===== src/rtl/lab5_rx_pkg.sv =====
// Shared types and default timing constants for the pulse-distance command receiver.
package lab5_rx_pkg;

   typedef enum logic {
      IDLE = 1'b0,
      RECV = 1'b1
   } rx_state_t;

   localparam int WIDTH_DEF         = 12;
   localparam int ONE_MIN_GAP_DEF   = 4;
   localparam int BIT_MIN_GAP_DEF   = 2;
   localparam int START_MIN_GAP_DEF = 8;
   localparam int GAP_MAX_DEF       = 15;

   // Number of bits needed to hold values 0..maxval
   function automatic int cnt_width(input int maxval);
      return $clog2(maxval + 1);
   endfunction

endpackage


===== src/rtl/pulse_gap_counter.sv =====
// Line front end: registers the serial input, flags low-to-high transitions
// and counts consecutive low samples with saturation.
module pulse_gap_counter #(
   parameter int GAP_MAX = 15,
   parameter int GW      = 4
) (
   input  logic          clk,
   input  logic          reset,
   input  logic          en,
   input  logic          data,
   output logic          rise,
   output logic [GW-1:0] gap
);

   logic          data_q;
   logic [GW-1:0] gap_cnt;

   // Track the previous sample and the length of the current low run; frozen while en=0
   always_ff @(posedge clk or negedge reset) begin
      if (!reset) begin
         data_q  <= 1'b1;
         gap_cnt <= '0;
      end else if (en) begin
         data_q <= data;
         if (data) begin
            gap_cnt <= '0;
         end else if (gap_cnt != GW'(GAP_MAX)) begin
            gap_cnt <= gap_cnt + GW'(1);
         end
      end
   end

   // A rise is only seen on an enabled cycle, so a transition that happened while
   // frozen is reported as soon as en returns (data_q still holds the old low).
   assign rise = en & data & ~data_q;
   assign gap  = gap_cnt;

endmodule


===== src/rtl/lab5_shift_top.sv =====
// Pulse-distance command receiver: decodes gap lengths into bits, assembles
// WIDTH-bit frames MSB first and publishes only complete frames on command.
module lab5_shift_top
   import lab5_rx_pkg::*;
#(
   parameter int WIDTH         = WIDTH_DEF,
   parameter int ONE_MIN_GAP   = ONE_MIN_GAP_DEF,
   parameter int BIT_MIN_GAP   = BIT_MIN_GAP_DEF,
   parameter int START_MIN_GAP = START_MIN_GAP_DEF,
   parameter int GAP_MAX       = GAP_MAX_DEF
) (
   input  logic             clk,
   input  logic             reset,
   input  logic             data,
   input  logic             en,
   output logic [WIDTH-1:0] command
);

   localparam int GW = cnt_width(GAP_MAX);
   localparam int BW = cnt_width(WIDTH);

   rx_state_t        state;
   logic [WIDTH-1:0] shreg;
   logic [BW-1:0]    bit_cnt;
   logic             rise;
   logic [GW-1:0]    gap;
   logic             new_bit;
   logic [WIDTH-1:0] next_word;

   pulse_gap_counter #(
      .GAP_MAX (GAP_MAX),
      .GW      (GW)
   ) u_gap (
      .clk   (clk),
      .reset (reset),
      .en    (en),
      .data  (data),
      .rise  (rise),
      .gap   (gap)
   );

   assign new_bit   = (gap >= GW'(ONE_MIN_GAP));
   assign next_word = {shreg[WIDTH-2:0], new_bit};

   // Frame FSM: start gaps (re)open a frame from either state, bit gaps shift in,
   // glitch gaps abort, and the final bit publishes the word on the same edge.
   always_ff @(posedge clk or negedge reset) begin
      if (!reset) begin
         state   <= IDLE;
         shreg   <= '0;
         bit_cnt <= '0;
         command <= '0;
      end else if (rise) begin
         if (gap >= GW'(START_MIN_GAP)) begin
            state   <= RECV;
            shreg   <= '0;
            bit_cnt <= '0;
         end else if (state == RECV) begin
            if (gap < GW'(BIT_MIN_GAP)) begin
               state   <= IDLE;
               bit_cnt <= '0;
            end else if (bit_cnt == BW'(WIDTH - 1)) begin
               command <= next_word;
               shreg   <= next_word;
               state   <= IDLE;
               bit_cnt <= '0;
            end else begin
               shreg   <= next_word;
               bit_cnt <= bit_cnt + BW'(1);
            end
         end
      end
   end

endmodule


===== config.mk =====
export PLATFORM = sky130hd
export DESIGN_NAME = lab5_shift_top
export DESIGN_NICKNAME = d
export VERILOG_FILES = /design/src/rtl/lab5_rx_pkg.sv /design/src/rtl/pulse_gap_counter.sv /design/src/rtl/lab5_shift_top.sv
export SDC_FILE = /design/constraint.sdc
export NUM_CORES = 1
export LEC_CHECK = 0
export ABC_AREA = 1
export BUFFER_PORTS_ARGS = -buffer_cell sky130_fd_sc_hd__buf_2
export CORE_UTILIZATION = 61
export DETAILED_ROUTE_END_ITERATION = 10
export GPL_TIMING_DRIVEN = 0
export PLACE_DENSITY = 0.81
export SLEW_MARGIN = 10
export SYNTH_ARGS = -nofsm -noshare
export SYNTH_HDL_FRONTEND = slang
export SYNTH_SLANG_ARGS = --single-unit

===== constraint.sdc =====
create_clock -name clk -period 2.5 [get_ports clk]
set_input_delay 0.5 -clock clk [delete_from_list [all_inputs] [get_ports clk]]
set_output_delay 0.5 -clock clk [all_outputs]
set_load 0.02 [all_outputs]

==> results of run 1 <==
## per-layer routing
metal  share of wire, %  vias up  global-route usage, %
met3                3.5        5                   9.65
met5                  0        -                      0
met4                1.2        0                   9.01
met2                 48       28                   42.6
met1                 48      581                   31.6
li1                   -      601                      -
## cell usage in the layout, fill, tap and decap left out, types with 2 or more instances in the layout
| master | count |
|---|---|
| a21oi_1 | 2 |
| buf_2 | 15 |
| buf_6 | 4 |
| clkbuf_4 | 5 |
| clkbuf_8 | 2 |
| dfrtp_1 | 32 |
| ha_1 | 3 |
| inv_1 | 13 |
| nand2_1 | 82 |
| nand3_1 | 19 |
| nand3_2 | 2 |
| nand4_1 | 2 |
| nor2_1 | 4 |
| nor2_4 | 2 |
| o21ai_0 | 6 |
## stage by stage
stage,hold WS (ns),std cells
after floorplan,0.204,177
after CTS,0.236,228
after global placement,0.449,220
after global routing,0.256,228
final,0.219,228
after detailed placement,0.454,220
## final cells by class
type | count | area [µm²]
fillers | 188 | 583
flip-flops and latches | 33 | 827
well taps | 28 | 35.0
clock inverters | 1 | 5.00
inverters | 14 | 52.6
clock buffers | 7 | 65.1
plain buffers | 5 | 52.6
repair buffers | 15 | 75.1
multi-input cells | 125 | 581
## logic make-up after synthesis
family                   synth area share [%]
AND/OR/NAND/NOR                          32.1
flip-flops                               54.7
XOR/XNOR                                0.579
AO/OA/AOI/OAI                            3.23
adder cells (fa/ha/maj)                  2.48
buffers and inverters                    6.95
## report_power, final
part           total (mW)  leakage [nW]  internal [mW]  switching, mW
Combinational      0.0547         0.498         0.0158         0.0389
Sequential          0.554         0.455          0.543         0.0117
Clock               0.337        0.0413          0.163          0.174
## worst max path at each step
stage	from	to	slack [ns]
2_1_floorplan	bit_cnt[0]$_DFFE_PN0P_	command[0]$_DFFE_PN0P_	1.22
3_3_place_gp	bit_cnt[0]$_DFFE_PN0P_	command[8]$_DFFE_PN0P_	1.08
3_5_place_dp	bit_cnt[0]$_DFFE_PN0P_	command[2]$_DFFE_PN0P_	1.01
4_1_cts	bit_cnt[0]$_DFFE_PN0P_	command[1]$_DFFE_PN0P_	0.99
5_1_grt	bit_cnt[0]$_DFFE_PN0P_	command[8]$_DFFE_PN0P_	0.85
6_report	bit_cnt[0]$_DFFE_PN0P_	command[2]$_DFFE_PN0P_	0.99
## flip-flops by register name, indices dropped and copies added, names as in the netlist
signal,count
u_gap.data_q,1
state,1
shreg,11
u_gap.gap,4
bit_cnt,4
command,12
## worst reg2reg max path: cells and delay by family (launching register included)
family | cells | cell delay [ns]
adder cells (fa/ha/maj) | 1 | 0.21
buffers and inverters | 2 | 0.35
flip-flops | 1 | 0.43
AND/OR/NAND/NOR | 4 | 0.43
==> run metrics, run 1 <==
sequential cell area fraction in the yosys report=between 50% and 60%; drt via density=5.33; hpwl dp=1.88 mm; pre-CTS worst setup slack=1.01 ns; status=complete, no violations; Crit Path Category=reg2reg; maxcap violations=0; Final Setup Violations=0; most instantiated cells after synthesis=nand2_1, dfrtp_1, nand3_1; Overall Power=0.946 mW; Horiz. Die Dim=51.8 µm; TNS Setup=0 ns; share of the synthesized area in the top cell type=52.9%; IO Pins=16; asr flop ratio synth=100%; Critical Path Fanout Max=10; Via Count=~1.2k; Final Instance Area=around 1700 µm²; Total Routed Length=2.71 mm; Setup Skew=between 0.003 and 0.004 ns; Starting Density=66.5%; Port Buffers=15; PostCTS Resize Cnt=0; #FFs+latches synth=33; Crit. path cell count=7; final core occ=roughly three quarters; R2R Path Start=bit_cnt[0]$_DFFE_PN0P_; Final WS setup=0.985 ns; DIE AREA=2680 µm²; top_reg_cell synth=dfrtp_1; Routed Antenna Nets=0; Final Hold Vio Count=0; num rows=17; Final Critical Period=1.51 ns; Syn Nets=184; initial antenna violation count=0; Final Max Slew Viols=0; Max Freq=~660 MHz; # hold bufs at CTS=0; Crit path arrival time=1.74 ns; residual DRC count=0; GR Util All Layers=26.1%; core area=between 2000 and 2500 µm²; Hold Path Class=in2async; die height=a little over 50 µm; Placed Area=1620 µm²; Synth Warn #=0; first-pass GRT wire length=between 4 and 5 mm; most area-hungry cell type in the Yosys netlist=dfrtp_1; CP Capture Type=flip-flop; Routed WL per cell=11.9 µm; later-pin clock latency in the skew report=0.32 ns; CP Launch Type=flip-flop; GRT overflow=0; internal reg-to-reg setup slack=a little under 1 ns; post-synthesis cell count=177; Mapped Avg Cell Area=8.55 µm²; worst slew pin tran=0.722 ns; H-tree Lvls=2; Slew Limit Headroom=51.8%; fin nets=approximately 210; Antenna Cells=0; PD cells=559 nW/µm²; Max stage delay on crit path=0.43 ns; area delta synth->final=11.9%; Slowest cell on crit path=dfrtp_1; Clock Path Buffers=2; Netlist cell types=18; critical path, cell by cell=ha_1 -> nand3_1 -> inv_1 -> nand3_2 -> buf_6 -> nand2_1 -> nand2_1; Final GP Congestion=between 0.7 and 0.8; DRT iter0 DRCs=35; CP bufs+invs=2; RSZ-0062 raised after global routing=false; Reg2Reg Depth=7; post-synth design cell area=1510 µm²; Sink Count=33; most used cell, CP=nand2_1; Reg clk slew, reported paths=0.10 ns; largest net degree at the start of global routing=34; total CTS buffers=5; most common cell in the netlist=nand2_1; clock root buffer=clkbuf_4; CP Data Required Time=approximately 2.7 ns; # Post-CTS Setup Buffers=0; EDFF count, synth=0; VDD IR-drop max=between 0.0005 and 0.0006 V; CTS tree=done; Detailed Routing Iterations Pass 1=4; Worst R2R End=command[2]$_DFFE_PN0P_; CP top delay family=flip-flops; vias in the first global route=1155; share of cells above drive strength 1=18.0%; Synth area leaders=dfrtp_1, nand2_1, nand3_1, inv_1, buf_6; leakage=0.995 nW; fin crit share=60.6%
(Power assumes the default switching activity.)
==> run 2, diff against run 1 <==
--- a/config.mk
+++ b/config.mk
@@ -5,12 +5,12 @@
 export SDC_FILE = /design/constraint.sdc
 export NUM_CORES = 1
 export LEC_CHECK = 0
-export ABC_AREA = 1
+export ABC_AREA = 0
 export BUFFER_PORTS_ARGS = -buffer_cell sky130_fd_sc_hd__buf_2
-export CORE_UTILIZATION = 61
+export CORE_UTILIZATION = 56
 export DETAILED_ROUTE_END_ITERATION = 10
 export GPL_TIMING_DRIVEN = 0
-export PLACE_DENSITY = 0.81
+export PLACE_DENSITY = 0.76
 export SLEW_MARGIN = 10
 export SYNTH_ARGS = -nofsm -noshare
 export SYNTH_HDL_FRONTEND = slang
==> constraint.sdc (replaced) <==
create_clock -name clk -period 1.6 [get_ports clk]
set_input_delay 0.32 -clock clk [delete_from_list [all_inputs] [get_ports clk]]
set_output_delay 0.32 -clock clk [all_outputs]
set_load 0.02 [all_outputs]
==> run 2 against run 1 <==
Design area is 3.1% higher. Clock skew is 0.0051 ns higher. Critical endpoint is now command[3]$_DFFE_PN0P_. The run now ends with setup timing left. Register-to-register slack worse by 1.0 ns. Highest routed layer unchanged. Flip-flop and latch count stayed put.
==> run metrics, run 2 <==
clock root buffer=clkbuf_4 (unchanged); share of cells above drive strength 1=37.1% (was 18.0%); top_reg_cell synth=dfrtp_1 (unchanged); status=finished with violations (was complete, no violations); first-pass GRT wire length=4.45 mm (was 4.99 mm); core area=2500 µm² (was 2280 µm²); most common cell in the netlist=dfrtp_1 (was nand2_1); Largest Register=command (unchanged); Final Instance Area=1750 µm² (was 1690 µm²); fill count=195 (was 188); DRT iter0 DRCs=15 (was 35); die height=53.5 µm (was 51.8 µm); worst slew pin tran=0.711 ns (was 0.722 ns); Via Count=1038 (was 1215); GR Util All Layers=23.2% (was 26.1%); Synth area leaders=dfrtp_1, mux2_2, a22o_1, ha_1, dfstp_2 (was dfrtp_1, nand2_1, nand3_1, inv_1, buf_6); Setup Skew=0.00827 ns (was 0.00316 ns); Horiz. Die Dim=53.5 µm (was 51.8 µm); PD cells=817 nW/µm² (was 559 nW/µm²); Overall Power=1.43 mW (was 0.946 mW); most area-hungry cell type in the Yosys netlist=dfrtp_1 (unchanged); Reg area=827 µm² (unchanged); IO Pins=16 (unchanged); Final Setup Violations=10 (was 0); Final Hold Vio Count=0 (unchanged); share of the synthesized area in the top cell type=54.0% (was 52.9%); Reg clk slew, reported paths=0.09 ns (was 0.10 ns); Crit path arrival time=1.86 ns (was 1.74 ns); Routed Antenna Nets=0 (unchanged); asr flop ratio synth=100% (unchanged); Port Buffers=14 (was 15); Placed Area=1590 µm² (was 1620 µm²); internal reg-to-reg setup slack=-0.06 ns (was 0.99 ns); leakage=0.872 nW (was 0.995 nW); hpwl dp=1.75 mm (was 1.88 mm); sequential cell area fraction in the yosys report=55.8% (was 54.7%); CP Launch Type=flip-flop (unchanged); main combinational cell family by area after synthesis=compound AO/OA/AOI/OAI gates (was simple AND/OR/NAND/NOR gates); final core occ=69.8% (was 74.4%); Total Routed Length=2.75 mm (was 2.71 mm); num rows=18 (was 17); Slew Limit Headroom=52.6% (was 51.8%); GRT overflow=0 (unchanged); VDD IR-drop max=0.000769 V (was 0.000506 V); total CTS buffers=5 (unchanged); RSZ-0062 raised after global routing=true (was false); critical path, cell by cell=ha_4 -> and3b_2 -> nor4b_4 -> buf_6 -> mux2_4 (was ha_1 -> nand3_1 -> inv_1 -> nand3_2 -> buf_6 -> nand2_1 -> nand2_1); Synth Area in Adders=2.53% (was 2.48%); #FFs+latches synth=33 (unchanged); drt via density=6.00 (was 5.33); Max stage delay on crit path=0.40 ns (was 0.43 ns); most common cell after layout, fill and taps aside=dfrtp_1 (was nand2_1); multiplexer area fraction after synthesis=9.87% (was 0%); Final GP Congestion=0.740 (was 0.775); Routed WL per cell=15.9 µm (was 11.9 µm); vias in the first global route=924 (was 1155); top flop regs=command: 12 flops, shreg: 11 flops (unchanged); DIE AREA=2860 µm² (was 2680 µm²); most instantiated cells after synthesis=dfrtp_1, a22o_1, mux2_2 (was nand2_1, dfrtp_1, nand3_1); Synth Area in Compound Gates=17.6% (was 3.23%); Syn Nets=123 (was 184); area delta synth->final=17.7% (was 11.9%); Synth Area in XOR/XNOR=0% (was 0.579%); most frequent cells in the layout=dfrtp_1, buf_2, a22o_1 (was nand2_1, dfrtp_1, nand3_1); Max Freq=604 MHz (was 660 MHz); residual DRC count=0 (unchanged); CP Data Required Time=1.80 ns (was 2.72 ns); largest net degree at the start of global routing=34 (unchanged); post-synth design cell area=1480 µm² (was 1510 µm²); TNS Setup=-0.455 ns (was 0 ns); H-tree Lvls=2 (unchanged); initial antenna violation count=0 (unchanged); Final Max Slew Viols=0 (unchanged); Final Critical Period=1.66 ns (was 1.51 ns); Sink Count=33 (unchanged); Critical Path Fanout Max=5 (was 10); Synth Warn #=0 (unchanged); Hold Path Class=in2async (unchanged); post-synthesis cell count=116 (was 177); later-pin clock latency in the skew report=0.32 ns (about the same); Slowest cell on crit path=dfrtp_1 (unchanged); placed instance count=160 (was 220); Hold WS=0.0379 ns (was 0.219 ns); simple-gate area share of the yosys netlist=10.9% (was 32.1%); Starting Density=59.3% (was 66.5%); Antenna Cells=0 (unchanged); CP Capture Type=flip-flop (unchanged); violated checks=setup timing; CTS tree=done (unchanged); Mapped Avg Cell Area=12.8 µm² (was 8.55 µm²); Detailed Routing Iterations Pass 1=4 (unchanged); Final WS setup=-0.0568 ns (was 0.985 ns); Netlist cell types=35 (was 18); maxcap violations=0 (unchanged); fin crit share=104% (was 60.6%); area of the multi-input gates=657 µm² (was 581 µm²); Clock Path Buffers=2 (unchanged); fin nets=150 (was 206); Largest register FFs=12 (unchanged); final std cells w/o fill=173 (was 228); Crit Path Category=reg2reg (unchanged); EDFF count, synth=0 (unchanged); pre-CTS worst setup slack=-0.206 ns (was 1.01 ns)
[run 2: changes by cell type after synthesis, moves of 3 or more]
cell and change:
nand2_1 -79, nand3_1 -17, a22o_1 +14, mux2_2 +13, inv_1 -10, buf_2 +4
and3b_1 +3, buf_6 -3
[run 2: worst max-delay path, delay by kind of cell, from the launching register on]
family / cells / cell delay (ns)
and+or+nand+nor: 2 / 0.49
DFF: 1 / 0.40
muxes: 1 / 0.30
buffers and inverters: 1 / 0.19
adders and majority gates: 1 / 0.15
[run 2: repair_timing]
action,4_1_cts,5_1_grt
setup endpoints to repair,11,21
buffers inserted,4,1
pin swaps,1,1
gates cloned,1,0
hold buffers,0,0
gates resized for setup,13,0
[run 2: layout make-up]
class	instances	area share [%]
flip-flops and latches	33	47.4
multi-input cells	74	37.6
well taps	30	2.15
inverters	3	0.645
clock buffers	7	3.15
repair buffers	20	6.81
plain buffers	6	2.22
[run 2: where the power goes]
group | switching (mW) | leakage, nW | internal [mW] | total (mW)
logic | 0.0626 | 0.391 | 0.0360 | 0.0987
registers | 0.0192 | 0.450 | 0.850 | 0.869
clock network | 0.251 | 0.0314 | 0.207 | 0.458
[run 2: path summary, 6_finish.rpt]
kind                                             to                   start  depth (start not counted)
max                          command[3]$_DFFE_PN0P_  bit_cnt[0]$_DFFE_PN0P_                          5
min                          command[0]$_DFFE_PN0P_                   reset                          1
max reg2reg                  command[3]$_DFFE_PN0P_  bit_cnt[0]$_DFFE_PN0P_                          5
min reg2reg                  command[0]$_DFFE_PN0P_  command[0]$_DFFE_PN0P_                          1
max in group asynchronous    command[4]$_DFFE_PN0P_                   reset                          1
min in group clk           u_gap.gap[3]$_DFFE_PN0P_                      en                          2
[run 2: cells by family after synthesis]
logic type / Yosys count
muxes: 13
and+or+nand+nor: 24
buffers and inverters: 9
DFF: 33
AOI/OAI and AO/OA: 34
adders and majority gates: 3
[run 2: layer usage]
metal	wire length [µm]	global-route usage [%]	part of all wire, %	vias to the layer above
met1	1310	31.7	47	527
met3	85	6.03	3.1	7
met4	40	10.5	1.5	0
met2	1320	34.2	48	19
met5	0	0	0	-
li1	-	-	-	485
